--- src/rtl/rv32im_hazard_pkg.sv ---
// Shared types and constants for the RV32IM pipeline hazard unit.
package rv32im_hazard_pkg;

    typedef enum logic [1:0] {
        FWD_NONE = 2'b00,
        FWD_MEM  = 2'b01,
        FWD_WB   = 2'b10
    } fwd_sel_e;

    typedef enum logic {
        IDLE = 1'b0,
        BUSY = 1'b1
    } muldiv_state_e;

    localparam int DEFAULT_MUL_LATENCY = 1;
    localparam int DEFAULT_DIV_LATENCY = 32;

    function automatic int max_int(input int a, input int b);
        return (a > b) ? a : b;
    endfunction

endpackage

--- src/rtl/rv32im_hazard_if.sv ---
// Pipeline-side bus of the hazard unit: stage register addresses/enables in, stage controls out.
interface rv32im_hazard_if #(
    parameter int REG_ADDR_W = 5,
    parameter int CNT_W      = 32
);
    logic [REG_ADDR_W-1:0] i_id_rs1_addr;
    logic [REG_ADDR_W-1:0] i_id_rs2_addr;
    logic                  i_id_uses_rs1;
    logic                  i_id_uses_rs2;
    logic [REG_ADDR_W-1:0] i_ex_rs1_addr;
    logic [REG_ADDR_W-1:0] i_ex_rs2_addr;
    logic [REG_ADDR_W-1:0] i_ex_rd_addr;
    logic                  i_ex_reg_write_en;
    logic                  i_ex_mem_read_en;
    logic                  i_ex_is_muldiv;
    logic                  i_ex_is_div;
    logic [REG_ADDR_W-1:0] i_mem_rd_addr;
    logic                  i_mem_reg_write_en;
    logic [REG_ADDR_W-1:0] i_wb_rd_addr;
    logic                  i_wb_reg_write_en;
    logic                  i_redirect;
    logic                  i_cnt_clear;

    logic                  o_if_id_en;
    logic                  o_id_ex_en;
    logic                  o_ex_mem_en;
    logic                  o_mem_wb_en;
    logic                  o_if_id_flush;
    logic                  o_id_ex_flush;
    logic                  o_ex_mem_bubble;
    logic [1:0]            o_fwd_a_sel;
    logic [1:0]            o_fwd_b_sel;
    logic                  o_muldiv_start;
    logic                  o_muldiv_busy;
    logic [CNT_W-1:0]      o_stall_cycles;
    logic [CNT_W-1:0]      o_flush_count;

    modport master (
        output i_id_rs1_addr, i_id_rs2_addr, i_id_uses_rs1, i_id_uses_rs2,
               i_ex_rs1_addr, i_ex_rs2_addr, i_ex_rd_addr, i_ex_reg_write_en,
               i_ex_mem_read_en, i_ex_is_muldiv, i_ex_is_div,
               i_mem_rd_addr, i_mem_reg_write_en, i_wb_rd_addr, i_wb_reg_write_en,
               i_redirect, i_cnt_clear,
        input  o_if_id_en, o_id_ex_en, o_ex_mem_en, o_mem_wb_en,
               o_if_id_flush, o_id_ex_flush, o_ex_mem_bubble,
               o_fwd_a_sel, o_fwd_b_sel, o_muldiv_start, o_muldiv_busy,
               o_stall_cycles, o_flush_count
    );

    modport slave (
        input  i_id_rs1_addr, i_id_rs2_addr, i_id_uses_rs1, i_id_uses_rs2,
               i_ex_rs1_addr, i_ex_rs2_addr, i_ex_rd_addr, i_ex_reg_write_en,
               i_ex_mem_read_en, i_ex_is_muldiv, i_ex_is_div,
               i_mem_rd_addr, i_mem_reg_write_en, i_wb_rd_addr, i_wb_reg_write_en,
               i_redirect, i_cnt_clear,
        output o_if_id_en, o_id_ex_en, o_ex_mem_en, o_mem_wb_en,
               o_if_id_flush, o_id_ex_flush, o_ex_mem_bubble,
               o_fwd_a_sel, o_fwd_b_sel, o_muldiv_start, o_muldiv_busy,
               o_stall_cycles, o_flush_count
    );

endinterface

--- src/rtl/rv32im_muldiv_seq.sv ---
// MUL/DIV occupancy sequencer: holds the M-extension op in EX for its full latency.
module rv32im_muldiv_seq
    import rv32im_hazard_pkg::*;
#(
    parameter int MUL_LATENCY = DEFAULT_MUL_LATENCY,
    parameter int DIV_LATENCY = DEFAULT_DIV_LATENCY
) (
    input  logic clk,
    input  logic rst,
    input  logic is_muldiv,
    input  logic is_div,
    output logic start,
    output logic busy,
    output logic stall
);

    localparam int MAX_L = max_int(MUL_LATENCY, DIV_LATENCY);
    localparam int CW    = max_int($clog2(MAX_L), 1);

    // The IDLE cycle is the first stall, so BUSY only needs L-2 more before release
    localparam logic [CW-1:0] MUL_LOAD = CW'((MUL_LATENCY > 1) ? MUL_LATENCY - 2 : 0);
    localparam logic [CW-1:0] DIV_LOAD = CW'((DIV_LATENCY > 1) ? DIV_LATENCY - 2 : 0);

    muldiv_state_e state, state_next;
    logic [CW-1:0] cnt, cnt_next;
    logic          multi_cycle;

    assign multi_cycle = is_div ? (DIV_LATENCY > 1) : (MUL_LATENCY > 1);

    always_ff @(posedge clk) begin
        if (rst) begin
            state <= IDLE;
            cnt   <= '0;
        end else begin
            state <= state_next;
            cnt   <= cnt_next;
        end
    end

    always_comb begin
        state_next = state;
        cnt_next   = cnt;
        start      = 1'b0;
        busy       = 1'b0;
        stall      = 1'b0;
        case (state)
            IDLE: begin
                if (is_muldiv) begin
                    start = 1'b1;
                    if (multi_cycle) begin
                        stall      = 1'b1;
                        cnt_next   = is_div ? DIV_LOAD : MUL_LOAD;
                        state_next = BUSY;
                    end
                end
            end
            BUSY: begin
                busy = 1'b1;
                if (cnt != '0) begin
                    stall    = 1'b1;
                    cnt_next = cnt - CW'(1);
                end else begin
                    state_next = IDLE;
                end
            end
            default: state_next = IDLE;
        endcase
    end

endmodule

--- src/rtl/rv32im_hazard_unit.sv ---
// Five-stage RV32IM pipeline control: forwarding, load-use/data stalls, M-op stalls,
// redirect flushes and saturating performance counters.
module rv32im_hazard_unit
    import rv32im_hazard_pkg::*;
#(
    parameter int REG_ADDR_W  = 5,
    parameter int FWD_EN      = 1,
    parameter int MUL_LATENCY = DEFAULT_MUL_LATENCY,
    parameter int DIV_LATENCY = DEFAULT_DIV_LATENCY,
    parameter int CNT_W       = 32
) (
    input  logic           clk,
    input  logic           rst,
    rv32im_hazard_if.slave hz
);

    function automatic logic hit(input logic [REG_ADDR_W-1:0] src,
                                 input logic [REG_ADDR_W-1:0] rd,
                                 input logic                  we);
        return we && (rd != '0) && (src == rd);
    endfunction

    logic     mem_a, mem_b, wb_a, wb_b;
    logic     id_hit_ex, id_hit_mem, hazard_stall;
    logic     md_start, md_busy, md_stall;
    logic     if_id_en, id_ex_en, if_id_flush, id_ex_flush, bubble;
    fwd_sel_e fwd_a, fwd_b;

    assign mem_a = hit(hz.i_ex_rs1_addr, hz.i_mem_rd_addr, hz.i_mem_reg_write_en);
    assign mem_b = hit(hz.i_ex_rs2_addr, hz.i_mem_rd_addr, hz.i_mem_reg_write_en);
    assign wb_a  = hit(hz.i_ex_rs1_addr, hz.i_wb_rd_addr, hz.i_wb_reg_write_en);
    assign wb_b  = hit(hz.i_ex_rs2_addr, hz.i_wb_rd_addr, hz.i_wb_reg_write_en);

    always_comb begin
        fwd_a = FWD_NONE;
        fwd_b = FWD_NONE;
        if (FWD_EN != 0) begin
            if (mem_a)     fwd_a = FWD_MEM;
            else if (wb_a) fwd_a = FWD_WB;
            if (mem_b)     fwd_b = FWD_MEM;
            else if (wb_b) fwd_b = FWD_WB;
        end
    end

    assign id_hit_ex  = (hz.i_id_uses_rs1 && hit(hz.i_id_rs1_addr, hz.i_ex_rd_addr, hz.i_ex_reg_write_en))
                     || (hz.i_id_uses_rs2 && hit(hz.i_id_rs2_addr, hz.i_ex_rd_addr, hz.i_ex_reg_write_en));
    assign id_hit_mem = (hz.i_id_uses_rs1 && hit(hz.i_id_rs1_addr, hz.i_mem_rd_addr, hz.i_mem_reg_write_en))
                     || (hz.i_id_uses_rs2 && hit(hz.i_id_rs2_addr, hz.i_mem_rd_addr, hz.i_mem_reg_write_en));

    // With forwarding only a load in EX is too late; without it any EX/MEM producer is
    assign hazard_stall = (FWD_EN != 0) ? (id_hit_ex && hz.i_ex_mem_read_en)
                                        : (id_hit_ex || id_hit_mem);

    rv32im_muldiv_seq #(
        .MUL_LATENCY (MUL_LATENCY),
        .DIV_LATENCY (DIV_LATENCY)
    ) u_muldiv_seq (
        .clk       (clk),
        .rst       (rst),
        .is_muldiv (hz.i_ex_is_muldiv),
        .is_div    (hz.i_ex_is_div),
        .start     (md_start),
        .busy      (md_busy),
        .stall     (md_stall)
    );

    always_comb begin
        if_id_en    = 1'b1;
        id_ex_en    = 1'b1;
        if_id_flush = 1'b0;
        id_ex_flush = 1'b0;
        bubble      = 1'b0;
        if (md_stall) begin
            if_id_en = 1'b0;
            id_ex_en = 1'b0;
            bubble   = 1'b1;
        end else if (hz.i_redirect) begin
            if_id_flush = 1'b1;
            id_ex_flush = 1'b1;
        end else if (hazard_stall) begin
            if_id_en    = 1'b0;
            id_ex_flush = 1'b1;
        end
    end

    assign hz.o_if_id_en      = if_id_en;
    assign hz.o_id_ex_en      = id_ex_en;
    assign hz.o_ex_mem_en     = 1'b1;
    assign hz.o_mem_wb_en     = 1'b1;
    assign hz.o_if_id_flush   = if_id_flush;
    assign hz.o_id_ex_flush   = id_ex_flush;
    assign hz.o_ex_mem_bubble = bubble;
    assign hz.o_fwd_a_sel     = fwd_a;
    assign hz.o_fwd_b_sel     = fwd_b;
    assign hz.o_muldiv_start  = md_start;
    assign hz.o_muldiv_busy   = md_busy;

    logic [CNT_W-1:0] stall_cnt, flush_cnt;
    logic             stall_inc;

    assign stall_inc = !if_id_en && !hz.i_redirect;

    always_ff @(posedge clk) begin
        if (rst || hz.i_cnt_clear) begin
            stall_cnt <= '0;
            flush_cnt <= '0;
        end else begin
            if (stall_inc && (stall_cnt != '1))
                stall_cnt <= stall_cnt + CNT_W'(1);
            if (hz.i_redirect && (flush_cnt != '1))
                flush_cnt <= flush_cnt + CNT_W'(1);
        end
    end

    assign hz.o_stall_cycles = stall_cnt;
    assign hz.o_flush_count  = flush_cnt;

    // The core must never resolve a branch while an M op still occupies EX
    assert property (@(posedge clk) disable iff (rst) !(md_busy && hz.i_redirect));

endmodule

--- src/flat_wrapper.sv ---
// flat-port wrapper written by rule: the top's interface ports become plain ports
module rv32im_hazard_unit_flat import rv32im_hazard_pkg::*;
#(
    parameter int REG_ADDR_W  = 5,
    parameter int FWD_EN      = 1,
    parameter int MUL_LATENCY = DEFAULT_MUL_LATENCY,
    parameter int DIV_LATENCY = DEFAULT_DIV_LATENCY,
    parameter int CNT_W       = 32
)
  (clk, rst, hz_i_id_rs1_addr, hz_i_id_rs2_addr, hz_i_id_uses_rs1, hz_i_id_uses_rs2, hz_i_ex_rs1_addr, hz_i_ex_rs2_addr, hz_i_ex_rd_addr, hz_i_ex_reg_write_en, hz_i_ex_mem_read_en, hz_i_ex_is_muldiv, hz_i_ex_is_div, hz_i_mem_rd_addr, hz_i_mem_reg_write_en, hz_i_wb_rd_addr, hz_i_wb_reg_write_en, hz_i_redirect, hz_i_cnt_clear, hz_o_if_id_en, hz_o_id_ex_en, hz_o_ex_mem_en, hz_o_mem_wb_en, hz_o_if_id_flush, hz_o_id_ex_flush, hz_o_ex_mem_bubble, hz_o_fwd_a_sel, hz_o_fwd_b_sel, hz_o_muldiv_start, hz_o_muldiv_busy, hz_o_stall_cycles, hz_o_flush_count);
  rv32im_hazard_if #(.REG_ADDR_W(REG_ADDR_W), .CNT_W(CNT_W)) hz_i ();
  input  logic clk;
  input  logic rst;
  input wire logic [$bits(hz_i.i_id_rs1_addr)-1:0] hz_i_id_rs1_addr;
  input wire logic [$bits(hz_i.i_id_rs2_addr)-1:0] hz_i_id_rs2_addr;
  input wire logic [$bits(hz_i.i_id_uses_rs1)-1:0] hz_i_id_uses_rs1;
  input wire logic [$bits(hz_i.i_id_uses_rs2)-1:0] hz_i_id_uses_rs2;
  input wire logic [$bits(hz_i.i_ex_rs1_addr)-1:0] hz_i_ex_rs1_addr;
  input wire logic [$bits(hz_i.i_ex_rs2_addr)-1:0] hz_i_ex_rs2_addr;
  input wire logic [$bits(hz_i.i_ex_rd_addr)-1:0] hz_i_ex_rd_addr;
  input wire logic [$bits(hz_i.i_ex_reg_write_en)-1:0] hz_i_ex_reg_write_en;
  input wire logic [$bits(hz_i.i_ex_mem_read_en)-1:0] hz_i_ex_mem_read_en;
  input wire logic [$bits(hz_i.i_ex_is_muldiv)-1:0] hz_i_ex_is_muldiv;
  input wire logic [$bits(hz_i.i_ex_is_div)-1:0] hz_i_ex_is_div;
  input wire logic [$bits(hz_i.i_mem_rd_addr)-1:0] hz_i_mem_rd_addr;
  input wire logic [$bits(hz_i.i_mem_reg_write_en)-1:0] hz_i_mem_reg_write_en;
  input wire logic [$bits(hz_i.i_wb_rd_addr)-1:0] hz_i_wb_rd_addr;
  input wire logic [$bits(hz_i.i_wb_reg_write_en)-1:0] hz_i_wb_reg_write_en;
  input wire logic [$bits(hz_i.i_redirect)-1:0] hz_i_redirect;
  input wire logic [$bits(hz_i.i_cnt_clear)-1:0] hz_i_cnt_clear;
  output wire logic [$bits(hz_i.o_if_id_en)-1:0] hz_o_if_id_en;
  output wire logic [$bits(hz_i.o_id_ex_en)-1:0] hz_o_id_ex_en;
  output wire logic [$bits(hz_i.o_ex_mem_en)-1:0] hz_o_ex_mem_en;
  output wire logic [$bits(hz_i.o_mem_wb_en)-1:0] hz_o_mem_wb_en;
  output wire logic [$bits(hz_i.o_if_id_flush)-1:0] hz_o_if_id_flush;
  output wire logic [$bits(hz_i.o_id_ex_flush)-1:0] hz_o_id_ex_flush;
  output wire logic [$bits(hz_i.o_ex_mem_bubble)-1:0] hz_o_ex_mem_bubble;
  output wire logic [$bits(hz_i.o_fwd_a_sel)-1:0] hz_o_fwd_a_sel;
  output wire logic [$bits(hz_i.o_fwd_b_sel)-1:0] hz_o_fwd_b_sel;
  output wire logic [$bits(hz_i.o_muldiv_start)-1:0] hz_o_muldiv_start;
  output wire logic [$bits(hz_i.o_muldiv_busy)-1:0] hz_o_muldiv_busy;
  output wire logic [$bits(hz_i.o_stall_cycles)-1:0] hz_o_stall_cycles;
  output wire logic [$bits(hz_i.o_flush_count)-1:0] hz_o_flush_count;
  assign hz_i.i_id_rs1_addr = hz_i_id_rs1_addr;
  assign hz_i.i_id_rs2_addr = hz_i_id_rs2_addr;
  assign hz_i.i_id_uses_rs1 = hz_i_id_uses_rs1;
  assign hz_i.i_id_uses_rs2 = hz_i_id_uses_rs2;
  assign hz_i.i_ex_rs1_addr = hz_i_ex_rs1_addr;
  assign hz_i.i_ex_rs2_addr = hz_i_ex_rs2_addr;
  assign hz_i.i_ex_rd_addr = hz_i_ex_rd_addr;
  assign hz_i.i_ex_reg_write_en = hz_i_ex_reg_write_en;
  assign hz_i.i_ex_mem_read_en = hz_i_ex_mem_read_en;
  assign hz_i.i_ex_is_muldiv = hz_i_ex_is_muldiv;
  assign hz_i.i_ex_is_div = hz_i_ex_is_div;
  assign hz_i.i_mem_rd_addr = hz_i_mem_rd_addr;
  assign hz_i.i_mem_reg_write_en = hz_i_mem_reg_write_en;
  assign hz_i.i_wb_rd_addr = hz_i_wb_rd_addr;
  assign hz_i.i_wb_reg_write_en = hz_i_wb_reg_write_en;
  assign hz_i.i_redirect = hz_i_redirect;
  assign hz_i.i_cnt_clear = hz_i_cnt_clear;
  assign hz_o_if_id_en = hz_i.o_if_id_en;
  assign hz_o_id_ex_en = hz_i.o_id_ex_en;
  assign hz_o_ex_mem_en = hz_i.o_ex_mem_en;
  assign hz_o_mem_wb_en = hz_i.o_mem_wb_en;
  assign hz_o_if_id_flush = hz_i.o_if_id_flush;
  assign hz_o_id_ex_flush = hz_i.o_id_ex_flush;
  assign hz_o_ex_mem_bubble = hz_i.o_ex_mem_bubble;
  assign hz_o_fwd_a_sel = hz_i.o_fwd_a_sel;
  assign hz_o_fwd_b_sel = hz_i.o_fwd_b_sel;
  assign hz_o_muldiv_start = hz_i.o_muldiv_start;
  assign hz_o_muldiv_busy = hz_i.o_muldiv_busy;
  assign hz_o_stall_cycles = hz_i.o_stall_cycles;
  assign hz_o_flush_count = hz_i.o_flush_count;
  rv32im_hazard_unit #(.REG_ADDR_W(REG_ADDR_W), .FWD_EN(FWD_EN), .MUL_LATENCY(MUL_LATENCY), .DIV_LATENCY(DIV_LATENCY), .CNT_W(CNT_W)) u_core (.clk(clk), .rst(rst), .hz(hz_i));
endmodule
--- config.mk ---
export PLATFORM = sky130hd
export DESIGN_NAME = rv32im_hazard_unit_flat
export DESIGN_NICKNAME = d
export VERILOG_FILES = /design/src/rtl/rv32im_hazard_pkg.sv /design/src/rtl/rv32im_hazard_if.sv /design/src/rtl/rv32im_muldiv_seq.sv /design/src/rtl/rv32im_hazard_unit.sv /design/src/flat_wrapper.sv
export SDC_FILE = /design/constraint.sdc
export NUM_CORES = 1
export LEC_CHECK = 0
export ABC_AREA = 1
export BUFFER_PORTS_ARGS = -buffer_cell sky130_fd_sc_hd__buf_4
export CAP_MARGIN = 40
export CORE_ASPECT_RATIO = 0.5
export CORE_MARGIN = 1.5
export CORE_UTILIZATION = 54
export DETAILED_ROUTE_END_ITERATION = 7
export PLACE_DENSITY_LB_ADDON = 0.05
export REMOVE_ABC_BUFFERS = 1
export SLEW_MARGIN = 0
export SYNTH_ARGS = -nofsm -noshare
export SYNTH_HDL_FRONTEND = slang
export SYNTH_SLANG_ARGS = --single-unit
export TNS_END_PERCENT = 100
--- constraint.sdc ---
create_clock -name clk -period 2.5 [get_ports clk]
set_clock_uncertainty 0.05 [all_clocks]
set_input_delay 0.5 -clock clk [delete_from_list [all_inputs] [get_ports clk]]
set_output_delay 0.5 -clock clk [all_outputs]
set_load 0.1 [all_outputs]
==> Yosys cells after proc, flatten, opt, wreduce, memory -nomap -nowiden <==
Index checks and enable logic that the tools add are counted.
{ "op_classes": {"addsub": 3, "n_mul": 0, "n_div": 0, "n_lt_le_gt_ge": 0, "n_eq_ne": 11, "shifts": 0, "mux": 27, "n_bitwise": 1, "n_reduce_logical": 24} }
{ "op_table": {"columns": ["op", "n"], "rows": [
  ["adder 32 x 1 -> 32 bit, second input constant", 2],
  ["!= test 32 bit, second input constant", 2],
  ["== test 5 bit", 6],
  ["two-way mux 5 bit", 4],
  ["nonzero test 5 bit", 4],
  ["two-way mux 1 bit", 17],
  ["logical AND 1 bit", 15],
  ["one-hot mux 5 bit (2 select lines)", 1],
  ["two-way mux 2 bit", 4],
  ["subtractor 5 x 1 -> 5 bit, second input constant", 1],
  ["!= test 2 bit, second input constant", 2],
  ["AND reduction 3 bit", 1],
  ["zero test 1 bit", 2],
  ["logical OR 1 bit", 2],
  ["!= test 2 x 1 -> 1 bit, second input constant", 1],
  ["one-hot mux 1 bit (2 select lines)", 1],
  ["inverter 1 bit", 1]
]} }
{ "word_totals": {"regBits": 70, "latch_bits": 0, "ramBits": 0, "romBits": 0, "in_bits": 47, "output_inout_bits": 77, "elab_cells": 70, "mem_count": 0} }

==> Longest topological paths before layout <==
{ "logic_depth": {"ltp_word": 12, "ltp_mapped": 12, "mapped_depth_nobuf": 12} }

==> By module <==
Synthesis repeated with hierarchy kept, for this count alone.
{ "unflattened": {"cells_unflattened": 809, "hier_area_um2": 4991.0} }
{ "modules_own_cells": {"columns": ["module", "instances", "cells_each", "area_each_um2", "seq_area_each_um2"], "rows": [
  ["rv32im_hazard_unit", 1, 760, 4625.7, 1281.2],
  ["rv32im_muldiv_seq", 1, 49, 365.4, 120.1]
]} }

==> Worst setup path after synthesis <==
No wires, ideal clock.
{ "synth_timing": {"path_kind": "register -> output", "from": "register u_core.u_muldiv_seq.state", "to": "output port hz_o_if_id_en", "t_arrival_ns": 5.449, "required_time_ns": 1.950, "slack_ns": -3.499, "path_stages_with_launch": 7, "path_cell_list": "dfxtp_1 inv_1 nand2_1 inv_1 a21oi_2 inv_1 o21ai_0"} }
{ "synth_via": {"elab_chain_len": 3} }
{ "synth_rtl": {"columns": ["item", "line", "source"], "rows": [
  ["start, declared", "rv32im_muldiv_seq.sv:24", "muldiv_state_e state, state_next;"],
  ["start signal, assigned", "rv32im_muldiv_seq.sv:35", "state <= state_next;"],
  ["inverter 1 bit", null, null],
  ["one-hot mux 1 bit (2 select lines) (*)", "rv32im_muldiv_seq.sv:46", "case (state)"],
  ["two-way mux 1 bit (*)", "rv32im_hazard_unit.sv:73", "if (md_stall) begin"],
  ["end, declared", "flat_wrapper.sv:31", "output wire logic [$bits(hz_i.o_if_id_en)-1:0] hz_o_if_id_en;"]
]} }
Every way passes the cells marked *; elsewhere a longest branch is shown, timed or not.

==> Worst setup path in the final report <==
{ "layout_timing": {"from": "register u_core.u_muldiv_seq.cnt[0]", "to": "output port hz_o_id_ex_flush"} }
{ "layout_via": {"elab_chain_len": 4} }
{ "layout_rtl": {"columns": ["item", "line", "source"], "rows": [
  ["start, declared", "rv32im_muldiv_seq.sv:25", "logic [CW-1:0] cnt, cnt_next;"],
  ["start signal, assigned", "rv32im_muldiv_seq.sv:36", "cnt <= cnt_next;"],
  ["nonzero test 5 bit", "rv32im_muldiv_seq.sv:59", "if (cnt != '0) begin"],
  ["two-way mux 1 bit", "rv32im_muldiv_seq.sv:59", null],
  ["one-hot mux 1 bit (2 select lines)", "rv32im_muldiv_seq.sv:46", null],
  ["two-way mux 1 bit", "rv32im_hazard_unit.sv:73", null],
  ["end, declared", "flat_wrapper.sv:36", "output wire logic [$bits(hz_i.o_id_ex_flush)-1:0] hz_o_id_ex_flush;"]
]} }
Every way passes these cells.

==> run summary <==
CP startpoint: u_core.u_muldiv_seq.cnt[0]$_SDFFE_PP0P_
VDD IR-drop max: 0.278 mV
DP Area: 5900 µm²
Hold Slack: 0.309 ns
post-synthesis compound-gate area fraction: 8.57%
core region area: 8800 µm²
Synth Warn #: 0
Cell Int Power: 2010 µW
Final Total Pwr: 2780 µW
Vias: 5478
routability congestion estimate: 0.937
io pins: 124
library cells used by synthesis: 32
number of global-route vias before repair: 5026
area of the multi-input gates: 3150 µm²
largest area contributor in the netlist: dfxtp_1
r2r worst-path depth: 10
period utilization: 95.2%
CTS max path bufs: 2
Antenna Nets Post-Route: 0
hold path startpoint: rst
Die Wd: 138 µm
die area: 9750 µm²
hpwl dp: 10200 µm
nets@finish: 969
Worst EP required: 1.95 ns
post-synthesis mux area share: 0%
CTS HTree Levels: 3
kind of critical path: flip-flop to output port
Setup Viol. Count Final: 0
Remaining Overflow, GRT: 0
worst hold path class: primary input to flip-flop
min Tclk post-route: 2.38 ns
FMAX: 420 MHz
clk root buf: clkbuf_16
CTS tree: done
syn_area_per_cell: 6.14 µm²
largest net degree at the start of global routing: 34
most frequent cell after synthesis: nand2_1
Post-synth EDFFs: 0
LEAKAGE: 0.00253 µW
worst r2r src: u_core.hz.o_stall_cycles[0]$_SDFFE_PP0P_
hold depth: 2
fill cell count: 769
DRC Markers: 0
fin. max-slew vios: 0
WHS Endpoint: u_core.u_muldiv_seq.cnt[1]$_SDFFE_PP0P_
post-synthesis simple-gate area fraction: 43.5%
critical path endpoint category: output port
fraction of registers with async set/reset: 0%
sw power: 772 µW
logic gate share of total power: 16.0%
area share of fa/ha/maj cells after synthesis: 1.01%
Ant. Diodes: 0
CTS clk-pin slew, worst paths: 0.05 ns
die height: 70.6 µm
first-pass GRT wire length: 22800 µm
Vias/cell: 5.28
Worst-Skew Late Latency: 0.33 ns
largest cells by area after synthesis: dfxtp_1 28%, nand2_1 22%, nor2_1 7.5%
sequential fraction of the synthesis area: 28.4%
DRT Pass-1 Iters: 5
number of synthesized register bits: 70
RSZ-0062 raised after global routing: no
reg2reg setup slack: 0.22 ns
largest family of logic cells by synthesized area: simple AND/OR/NAND/NOR gates
status: finished clean
pwr dens: 448 nW/µm²
Final Cell Area: 6210 µm²
Mapped Area: 4930 µm²
Seq. cell area: 1400 µm²
pre-CTS setup slack: 0.0588 ns
top cells by count, synth: 288 x nand2_1, 98 x nor2_1, 70 x dfxtp_1
synthesis-to-finish area growth: 25.9%
Post-synth top flop: dfxtp_1
CP startpoint kind: flip-flop
post-synth top area share: 28.4%
initial antenna violation count: 0
final hold violations: 0
Synth Instances: 803
WL per Instance: 13.3 µm
I/O Buffers: 121
Std-Cell Rows: 24
Clk network pwr share: 43.1%
Worst EP arrival: 1.83 ns
register share of total power: 40.9%
max-cap violations: 0
CTS Sinks: 70
Iteration-0 DRC Markers: 391
Synth Area in XOR/XNOR: 10.1%
Num CTS Buffers: 9
setup ws final: 0.119 ns
layout cells sized above 1: 18.0%
GR Util All Layers: 28.2%
Starting Density: 56.1%
Critical R2R Capture: u_core.hz.o_stall_cycles[25]$_SDFFE_PP0P_
WL final: 13800 µm
worst-path fanout max: 8
sw frac: 27.8%
critical path, cell delays in order, from the launching register on:
cell     delay, ns
dfxtp_1       0.31
inv_1         0.09
ha_1          0.20
a31oi_4       0.12
a21oi_2       0.17
inv_1         0.14
a21oi_1       0.15
buf_4         0.31
worst max-delay path by stage:
stage	slack (ns)	endpoint
floorplan	-3.50	hz_o_if_id_en
global placement	0.22	hz_o_fwd_b_sel[1]
detailed placement	0.06	hz_o_fwd_a_sel[1]
CTS	0.02	hz_o_if_id_en
global route	0.005	hz_o_id_ex_flush
finish	0.12	hz_o_id_ex_flush
metal layers:
metal	vias to the layer above	share of wire [%]	wire length, µm	track usage, %
met2	189	48	6620	50.8
met5	-	0	0	0
met4	0	1.0	138	8.30
met3	16	6.0	831	5.69
li1	2812	-	-	-
met1	2461	45	6240	34.8
metrics by stage:
step,TNS [ns],instances,util (%)
2_1_floorplan,-70.60,775,-
3_3_place_gp,0,1023,67.1
3_5_place_dp,0,1023,67.1
4_1_cts,0,1038,70.3
5_1_grt,0,1038,70.6
6_report,0,1038,70.6
logic make-up (layout without fill, tap and decap cells):
group / Yosys count / after routing
AO/OA/AOI/OAI: 81 / 81
other: 1 / 2
AND/OR/NAND/NOR: 499 / 499
XOR/XNOR: 57 / 57
adder cells (fa/ha/maj): 4 / 4
flip-flops: 70 / 70
buffers and inverters: 91 / 208
final cells by class:
type | instances | area share (%)
flip-flops and latches | 70 | 22.6
inverters | 62 | 3.75
well taps | 117 | 2.36
repair buffers | 132 | 16.3
clock buffers | 13 | 4.35
multi-input cells | 643 | 50.7
clock inverters | 1 | 0.0806
what timing repair did:
item	in CTS	in global routing
buffers inserted	1	0
hold buffers	0	0
endpoints found under the setup margin	4	8
resized for setup	1	5
power by group through the flow:
stage               sequential, µW  combinational, µW  clock, µW
finish                        1140                446       1200
global route                  1140                479       1250
detailed placement            1160                428          0
CTS                           1140                434       1210
floorplan                     1180                251          0
global placement              1160                421          0
layout by cell type (no fill, tap or decap), types with 2 or more instances in the layout:
cell	n
or2_2	2
clkbuf_8	4
nand2_2	3
xor2_1	37
ha_1	4
nor2_2	3
nand2_1	288
nand3_2	3
nand3b_1	16
clkbuf_16	9
nor4_1	2
nor3_1	23
inv_2	5
o21ai_0	11
xnor2_1	20
conb_1	2
buf_4	130
inv_1	56
nor2_1	98
dfxtp_1	70
a21oi_1	63
nand4_1	39
nand3_1	19
state kept, by name, summed over array words and instances (netlist names):
| signal | cells |
|---|---|
| u_core.hz.o_flush_count | 32 |
| u_core.hz.o_stall_cycles | 32 |
| u_core.u_muldiv_seq.cnt | 5 |
| u_core.u_muldiv_seq.state | 1 |
(Power assumes the default switching activity.)
